**config.mk**
```make
export PLATFORM = sky130hd
export DESIGN_NAME = dmac_read
export DESIGN_NICKNAME = d
export VERILOG_FILES = /design/src/rtl/dma_pkg.sv /design/src/rtl/dmac_read.sv
export SDC_FILE = /design/constraint.sdc
export NUM_CORES = 1
export LEC_CHECK = 0
export ABC_CLOCK_PERIOD_IN_PS = 1900
export CAP_MARGIN = 20
export CORE_ASPECT_RATIO = 1.1
export CORE_UTILIZATION = 38
export CTS_BUF_LIST = sky130_fd_sc_hd__clkbuf_8
export DETAILED_ROUTE_END_ITERATION = 8
export PLACE_DENSITY = 0.83
export SLEW_MARGIN = 20
export SYNTH_ARGS = -nofsm -noshare
export SYNTH_HDL_FRONTEND = slang
export SYNTH_SLANG_ARGS = --single-unit
```
**constraint.sdc**
```tcl
create_clock -name clk_i -period 1.9 [get_ports clk_i]
set_input_delay 0.19 -clock clk_i [delete_from_list [all_inputs] [get_ports clk_i]]
set_output_delay 0.19 -clock clk_i [all_outputs]
set_load 0.05 [all_outputs]
```
**src/rtl/dma_pkg.sv**
```systemverilog
// -----------------------------------------------------------------------------
// dma_pkg
// Shared definitions for the DMA read and write engines: default field widths,
// AXI response and burst-type encodings, the engine FSM state encoding and a
// small helper that classifies an AXI response as an error.
// -----------------------------------------------------------------------------
package dma_pkg;

    // Default widths, kept equal to the project-wide ADDR/DATA width macros.
    localparam int unsigned DMA_ADDR_WIDTH = 32;
    localparam int unsigned DMA_DATA_WIDTH = 32;
    localparam int unsigned DMA_LEN_BITS   = 8;
    localparam int unsigned DMA_SIZE_BITS  = 3;
    localparam int unsigned DMA_ID_BITS    = 4;

    // AXI IDs owned by the two engines; they must never collide.
    localparam int unsigned DMA_RD_ID = 0;
    localparam int unsigned DMA_WR_ID = 1;

    // AXI response encodings.
    localparam logic [1:0] AXI_RESP_OKAY   = 2'd0;
    localparam logic [1:0] AXI_RESP_EXOKAY = 2'd1;
    localparam logic [1:0] AXI_RESP_SLVERR = 2'd2;
    localparam logic [1:0] AXI_RESP_DECERR = 2'd3;

    // AXI burst-type encodings.
    localparam logic [1:0] AXI_BURST_FIXED = 2'd0;
    localparam logic [1:0] AXI_BURST_INCR  = 2'd1;
    localparam logic [1:0] AXI_BURST_WRAP  = 2'd2;

    // Engine FSM states.
    typedef enum logic [1:0] {
        ST_IDLE = 2'd0,
        ST_AR   = 2'd1,
        ST_R    = 2'd2,
        ST_DONE = 2'd3
    } dma_state_e;

    // Anything other than OKAY is treated as a failed beat; the DMA never
    // issues exclusive accesses, so EXOKAY is unexpected as well.
    function automatic logic resp_is_err(input logic [1:0] resp);
        return (resp != AXI_RESP_OKAY);
    endfunction

endpackage : dma_pkg

```
**src/rtl/dmac_read.sv**
```systemverilog
// -----------------------------------------------------------------------------
// dmac_read
// DMA read-channel AXI master. A start pulse in IDLE latches the burst
// descriptor and issues one AR request; every accepted R beat is pushed into
// the shared DMA data FIFO. At the end of the burst a one-cycle done_o pulse
// is raised together with a sticky error status.
//
// Ports
//   clk_i, rst_ni          clock, asynchronous active-low reset
//   valid_i                start pulse (only honoured in IDLE)
//   src_addr_i, len_i,
//   size_i, burst_i        burst descriptor (len_i = beats-1)
//   fifo_full_i            data FIFO full; stalls the R channel
//   read_push_o, data_o    FIFO write enable / data (same cycle as the beat)
//   busy_o                 engine not idle
//   m_ar*                  AXI read-address channel (master side)
//   m_r*                   AXI read-data channel (master side)
//   done_o, err_o          completion pulse and its error status
// -----------------------------------------------------------------------------
module dmac_read
    import dma_pkg::*;
#(
    parameter int unsigned ADDR_WIDTH = DMA_ADDR_WIDTH,
    parameter int unsigned DATA_WIDTH = DMA_DATA_WIDTH,
    parameter int unsigned LEN_BITS   = DMA_LEN_BITS,
    parameter int unsigned SIZE_BITS  = DMA_SIZE_BITS,
    parameter int unsigned ID_BITS    = DMA_ID_BITS,
    parameter int unsigned RD_ID      = DMA_RD_ID
) (
    input  logic                  clk_i,
    input  logic                  rst_ni,
    input  logic                  valid_i,
    input  logic [ADDR_WIDTH-1:0] src_addr_i,
    input  logic [LEN_BITS-1:0]   len_i,
    input  logic [SIZE_BITS-1:0]  size_i,
    input  logic [1:0]            burst_i,
    input  logic                  fifo_full_i,
    output logic                  read_push_o,
    output logic [DATA_WIDTH-1:0] data_o,
    output logic                  busy_o,
    output logic [ID_BITS-1:0]    m_arid,
    output logic [ADDR_WIDTH-1:0] m_araddr,
    output logic [LEN_BITS-1:0]   m_arlen,
    output logic [SIZE_BITS-1:0]  m_arsize,
    output logic [1:0]            m_arburst,
    output logic                  m_arvalid,
    input  logic                  m_arready,
    input  logic [ID_BITS-1:0]    m_rid,
    input  logic [DATA_WIDTH-1:0] m_rdata,
    input  logic [1:0]            m_rresp,
    input  logic                  m_rlast,
    input  logic                  m_rvalid,
    output logic                  m_rready,
    output logic                  done_o,
    output logic                  err_o
);

    localparam logic [ID_BITS-1:0] RD_ID_C = ID_BITS'(RD_ID);

    // Registered state and descriptor.
    dma_state_e             state_q;
    logic [ADDR_WIDTH-1:0]  addr_q;
    logic [LEN_BITS-1:0]    len_q;
    logic [SIZE_BITS-1:0]   size_q;
    logic [1:0]             burst_q;
    // One extra bit so a 256-beat burst counts to 256 without wrapping.
    logic [LEN_BITS:0]      cnt_q;
    logic                   err_q;

    // Registered outputs.
    logic                   arvalid_q;
    logic                   busy_q;
    logic                   done_q;
    logic                   err_out_q;

    // Combinational beat decode.
    logic                   rready_s;
    logic                   beat_s;
    logic                   last_idx_s;
    logic                   beat_err_s;
    logic                   err_next_s;

    // R-channel handshake and per-beat error classification.
    always_comb begin
        rready_s   = 1'b0;
        beat_s     = 1'b0;
        last_idx_s = 1'b0;
        beat_err_s = 1'b0;
        if (state_q == ST_R) begin
            rready_s = !fifo_full_i;
        end else begin
            rready_s = 1'b0;
        end
        beat_s     = rready_s && m_rvalid;
        last_idx_s = (cnt_q == {1'b0, len_q});
        if (beat_s) begin
            // rlast must appear exactly on the beat whose index equals len;
            // a mismatch either way covers both early and missing last.
            beat_err_s = resp_is_err(m_rresp)
                       || (m_rid != RD_ID_C)
                       || (m_rlast != last_idx_s);
        end else begin
            beat_err_s = 1'b0;
        end
        err_next_s = err_q || beat_err_s;
    end

    // Main FSM: descriptor latch, AR handshake, beat counting, completion.
    always_ff @(posedge clk_i or negedge rst_ni) begin
        if (!rst_ni) begin
            state_q   <= ST_IDLE;
            addr_q    <= {ADDR_WIDTH{1'b0}};
            len_q     <= {LEN_BITS{1'b0}};
            size_q    <= {SIZE_BITS{1'b0}};
            burst_q   <= 2'b00;
            cnt_q     <= {(LEN_BITS+1){1'b0}};
            err_q     <= 1'b0;
            arvalid_q <= 1'b0;
            busy_q    <= 1'b0;
            done_q    <= 1'b0;
            err_out_q <= 1'b0;
        end else begin
            case (state_q)
                ST_IDLE: begin
                    if (valid_i) begin
                        addr_q    <= src_addr_i;
                        len_q     <= len_i;
                        size_q    <= size_i;
                        burst_q   <= burst_i;
                        cnt_q     <= {(LEN_BITS+1){1'b0}};
                        err_q     <= 1'b0;
                        arvalid_q <= 1'b1;
                        busy_q    <= 1'b1;
                        state_q   <= ST_AR;
                    end else begin
                        state_q   <= ST_IDLE;
                    end
                end
                ST_AR: begin
                    if (arvalid_q && m_arready) begin
                        arvalid_q <= 1'b0;
                        state_q   <= ST_R;
                    end else begin
                        state_q   <= ST_AR;
                    end
                end
                ST_R: begin
                    if (beat_s) begin
                        cnt_q <= cnt_q + {{LEN_BITS{1'b0}}, 1'b1};
                        err_q <= err_next_s;
                        if (m_rlast) begin
                            done_q    <= 1'b1;
                            err_out_q <= err_next_s;
                            state_q   <= ST_DONE;
                        end else begin
                            state_q   <= ST_R;
                        end
                    end else begin
                        state_q <= ST_R;
                    end
                end
                ST_DONE: begin
                    done_q    <= 1'b0;
                    err_out_q <= 1'b0;
                    busy_q    <= 1'b0;
                    state_q   <= ST_IDLE;
                end
                default: begin
                    arvalid_q <= 1'b0;
                    done_q    <= 1'b0;
                    err_out_q <= 1'b0;
                    busy_q    <= 1'b0;
                    state_q   <= ST_IDLE;
                end
            endcase
        end
    end

    assign m_arid      = RD_ID_C;
    assign m_araddr    = addr_q;
    assign m_arlen     = len_q;
    assign m_arsize    = size_q;
    assign m_arburst   = burst_q;
    assign m_arvalid   = arvalid_q;
    assign m_rready    = rready_s;
    assign read_push_o = beat_s;
    // Forced to zero between beats so idle FIFO data is deterministic.
    assign data_o      = beat_s ? m_rdata : {DATA_WIDTH{1'b0}};
    assign busy_o      = busy_q;
    assign done_o      = done_q;
    assign err_o       = err_out_q;

endmodule : dmac_read

```
After elaboration in Yosys (flattened, before gate mapping)
Cells that the tools add are included.
Widths: inputs -> output; s select.
{"block": "word_totals", "out_inout_bits": 87, "memories": 0, "mem_bits_ro": 0, "word_cells": 63, "ram_bits": 0, "latch_bits": 0, "register_bits": 61}
{"block": "classes", "eq_ne": 9, "div_mod_pow": 0, "add_sub_neg": 1, "n_shift": 0, "mux": 24, "n_mul": 0, "reduce_logical": 18, "bitwise_logic": 0, "n_lt_le_gt_ge": 0}
{"cell": "$mux 32", "n": 1}
{"cell": "$mux 9", "n": 2}
{"cell": "$pmux 9 s2", "n": 1}
{"cell": "$mux 1", "n": 12}
{"cell": "$pmux 1 s2", "n": 5}
{"cell": "$reduce_bool 2->1", "n": 5}
{"cell": "$add 9x1->9 const B", "n": 1}
{"cell": "$eq 9x8->1", "n": 1}
{"cell": "$reduce_and 3->1", "n": 3}
{"cell": "$ne 2x2->1 const B", "n": 4}
{"cell": "$pmux 2 s4", "n": 1}
{"cell": "$eq 2x2->1 const B", "n": 2}
{"cell": "$mux 2", "n": 2}
{"cell": "$reduce_and 2->1", "n": 2}
{"cell": "$reduce_bool 4->1", "n": 1}
{"cell": "$logic_or 1x1->1", "n": 3}
{"cell": "$eq 2x1->1 const B", "n": 1}
{"cell": "$logic_and 1x1->1", "n": 2}
{"cell": "$logic_not 2->1", "n": 1}
{"cell": "$logic_not 1->1", "n": 1}
{"cell": "$ne 1x1->1", "n": 1}

Logic depth before layout (Yosys ltp)
{"block": "depth", "ltp_word": 8, "ltp_mapped": 8}

Least setup slack after synthesis
No wires, ideal clock.
{"block": "synth_timing", "kind": "reg-to-output", "startpoint": "register state_q[0]", "endpoint": "output port data_o[22]", "stages_incl_launch_ff": 7, "t_arrival_ns": 1.648, "path_slack_ns": 0.062, "required_time_ns": 1.710, "path_cell_list": "dfrtp_1 -> buf_6 -> nand4bb_1 -> buf_2 -> inv_2 -> buf_2 -> and2_1"}
{"block": "synth_between", "elab_chain_len": 4}
{"item": "from (decl)", "line_no": "dmac_read.sv:61", "text": "dma_state_e state_q;"}
{"item": "from (signal assigned)", "line_no": "dmac_read.sv:111", "text": "state_q <= ST_IDLE;"}
{"item": "from (signal assigned)", "line_no": "dmac_read.sv:134", "text": "state_q <= ST_AR;"}
{"item": "from (signal assigned)", "line_no": "dmac_read.sv:136", "text": "state_q <= ST_IDLE;"}
{"item": "$eq 2x2->1", "line_no": "dmac_read.sv:89", "text": "if (state_q == ST_R) begin"}
{"item": "$mux 1", "line_no": "dmac_read.sv:89"}
{"item": "$logic_and 1x1->1", "line_no": "dmac_read.sv:94", "text": "beat_s = rready_s && m_rvalid;"}
{"item": "named net read_push_o", "line_no": "dmac_read.sv:38", "text": "output logic read_push_o,"}
{"item": "$mux 32", "line_no": "dmac_read.sv:188", "text": "assign data_o = beat_s ? m_rdata : {DATA_WIDTH{1'b0}};"}
{"item": "to (decl)", "line_no": "dmac_read.sv:39", "text": "output logic [DATA_WIDTH-1:0] data_o,"}
The timed path passes the listed nets, and every way through them passes these cells.

Worst setup path after layout
{"block": "layout_timing", "startpoint": "register len_q[0] (netlist: m_arlen[0])", "endpoint": "output port m_arlen[0]"}
{"item": "from (decl)", "line_no": "dmac_read.sv:63", "text": "logic [LEN_BITS-1:0] len_q;"}
{"item": "from (signal assigned)", "line_no": "dmac_read.sv:113", "text": "len_q <= {LEN_BITS{1'b0}};"}
{"item": "from (signal assigned)", "line_no": "dmac_read.sv:127", "text": "len_q <= len_i;"}
{"item": "to (decl)", "line_no": "dmac_read.sv:43", "text": "output logic [LEN_BITS-1:0] m_arlen,"}
No word-level cell between the ends.

==> out/qor.yml <==
setup_ws_ns: 0.1273
violations: "design-rule violations"
drtPass1Iterations: 6
reg2regPathDepth: 4
port-buffer-count: 172
synthCells: 230
fin_area_um2: 5170
synth_edf_count: 0
dp_hpwl_um: 5780
final_cell_mix: "clkdlybuf4s50_1 (136), dfrtp_1 (59), mux2_2 (45)"
dieWidth_um: 84.43
grt_antenna_before_repair: 0
drv_cap: 0
cts_sinks: 61
async_flop_share_pct: 100.0
worstSetupPathType: "flop to output pin"
crit_chain: "clkdlybuf4s50_1"
drc: 16
cts_root_buffer: "clkbuf_8"
cp-start-kind: "flop"
synth_cell_types: 35
rsz0062_at_grt: "no"
dieArea_um2: 7825
slowest_stage: "clkdlybuf4s50_1"
ys_warn_count: 0
gp_congestion: 0.7607
ios: 177
grt_usage_pct: 20.55
stdcell_count: 497
grt_start_max_net_pins: 56
vias_per_cell: 4.895
drive_gt1_share_pct: 27.18
r2r_start: "state_q[0]$_DFF_PN0_"
clk_latency_ns: 0.34
total_power_w: 0.007872
ant_nets: 0
start_util_pct: 39.85
synth_seq_cells: 61
critPathTopFamily: "buffers and inverters"
fin_crit_ns: 1.773
cts-htree-levels: 3
r2r_end: "m_arlen[7]$_DFFE_PN0P_"
worstPathMaxFanout: 3
finClkSkew_ns: 0.01295
clock.fmax_mhz: 564.1
seq_area_frac_synth_pct: 53.74
ir_drop_uv: 1246
path_clk_slew_ns: 0.07
setup_viol: 0
nFillCells: 460
core_um2: 7127
fin_crit_sh_pct: 93.30
cp.arrival_ns: 1.58
cp_num_buf_inv: 1
slew_headroom_pct: 64.16
grt_pass1_wl_um: 12230
leakagePower_nw: 2.131
fin_setup_tns_ns: 0
maxSlewViolCount: 0
rrSetupSlack_ns: 0.24
slowest_delay_ns: 0.84
synth_area_um2: 2840
status: "complete, but fails checks"
wl_per_cell_um: 15.41
n_antenna_cell: 0
final_nets: 499
placed_area_um2: 4955
finalHoldViolations: 0
grt_pass1_vias: 2463
numCtsBuffers: 9
rows: 32
crit_path_end_kind: "output pin"
layout.cells.most_common: "clkdlybuf4s50_1"
routed_wl_um: 7661
synth-main-ff-cell: "dfrtp_1"
crit_required_ns: 1.71
max_slew.worst_pin.slew_ns: 0.5359
via_count: 2433
ctsLongestPathBuffers: 2
drt_first_iter_violations: 72
dp_slack_ns: 0.1170
syn_to_final_growth_pct: 82.03
cts_tree: "built"
die_y_um: 92.68
dp.cells: 479
syn_area_per_cell_um2: 12.35
powerDensity_nw_per_um2: 1523
gr-total-overflow: 0
hold_path.class: "input pin to asynchronous set/reset pin"
cells in the mapped netlist, types with 2 or more instances:
cell	instances	area [um2]
nand3_1	4	20.02
inv_1	4	15.01
xnor2_1	11	96.34
and2_1	33	206.5
buf_6	6	67.56
nand2_1	6	22.52
o21ai_0	5	25.02
or4_1	2	15.01
xor2_1	2	17.52
buf_4	4	30.03
mux2_2	45	506.7
nand4_1	3	18.77
dfrtp_1	61	1526
clkbuf_2	2	10.01
nand2b_1	2	12.51
buf_2	5	25.02
a21oi_1	3	15.01
a31oi_1	3	18.77
nor2_1	10	37.54
nor3_1	4	20.02
state kept, by name (all words and copies together) (netlist names), named ones only:
| register | cells |
|---|---|
| busy_o | 1 |
| cnt_q | 9 |
| done_o | 1 |
| err_o | 1 |
| err_q | 1 |
| m_araddr | 32 |
| m_arburst | 2 |
| m_arlen | 8 |
| m_arsize | 3 |
| m_arvalid | 1 |
| state_q | 1 |
how the worst max path moves through the flow:
stage,startpoint,to,cells past startpoint
finish,m_arlen[0]$_DFFE_PN0P_,m_arlen[0],1
global route,flop,data_o[8],5
CTS,flop,data_o[5],5
detailed placement,m_rid[3],err_q$_DFFE_PN0P_,4
global placement,m_rid[3],err_q$_DFFE_PN0P_,4
floorplan,state_q[0]$_DFF_PN0_,data_o[22],6
metrics by stage:
| step | utilization [%] | hold WS, ns |
|---|---|---|
| floorplan | - | -0.1056 |
| global placement | 69.52 | 0.1731 |
| detailed placement | 69.52 | 0.1760 |
| CTS | 72.24 | 0.3436 |
| global route | 72.54 | 0.3807 |
| finish | 72.54 | 0.3463 |
area by class of cell:
type                       instances  area [um2]  area share, %
multi-input combinational        150        1200          23.21
clock inverter                     5       28.78         0.5566
sequential                        61        1529          29.57
inverter                           5       18.77         0.3630
timing repair buffer             181        2150          41.58
tap                               85       106.4          2.057
clock buffer                      10       137.6          2.662
cell families after synthesis:
logic type	count (synthesis)	synth area share [%]
AND/OR/NAND/NOR	70	14.49
flip-flops	61	53.74
multiplexers	45	17.84
buffers and inverters	22	5.330
AO/OA/AOI/OAI	16	3.436
XOR/XNOR	14	4.582
adder cells (fa/ha/maj)	1	0.4405
other	1	0.1320
repair_timing:
| action | 4_1_cts | 5_1_grt |
|---|---|---|
| gates resized for setup | 2 | 3 |
| hold buffers | 1 | 0 |
| buffers inserted | 0 | 2 |
| endpoints found under the hold margin | 19 | 0 |
| setup endpoints to repair | 32 | 32 |
routing by layer:
layer / share of wire, % / wire, um / vias up / GRT usage, %
li1: - / - / 1125 / -
met1: 38 / 2883 / 1156 / 23.59
met2: 49 / 3752 / 137 / 33.33
met3: 11 / 845 / 15 / 8.378
met4: 2.3 / 180 / 0 / 10.17
met5: 0 / 0 / - / 0
report_power, final:
group / internal [W] / leakage (nW) / switching, W / total (W)
registers: 0.00188 / 0.739 / 0.000395 / 0.00227
clock network: 0.000491 / 0.0853 / 0.000495 / 0.000986
logic: 0.00184 / 1.31 / 0.00277 / 0.00461
total: 0.00421 / 2.13 / 0.00366 / 0.00787
Note: power is estimated with default switching activity, not from simulation.
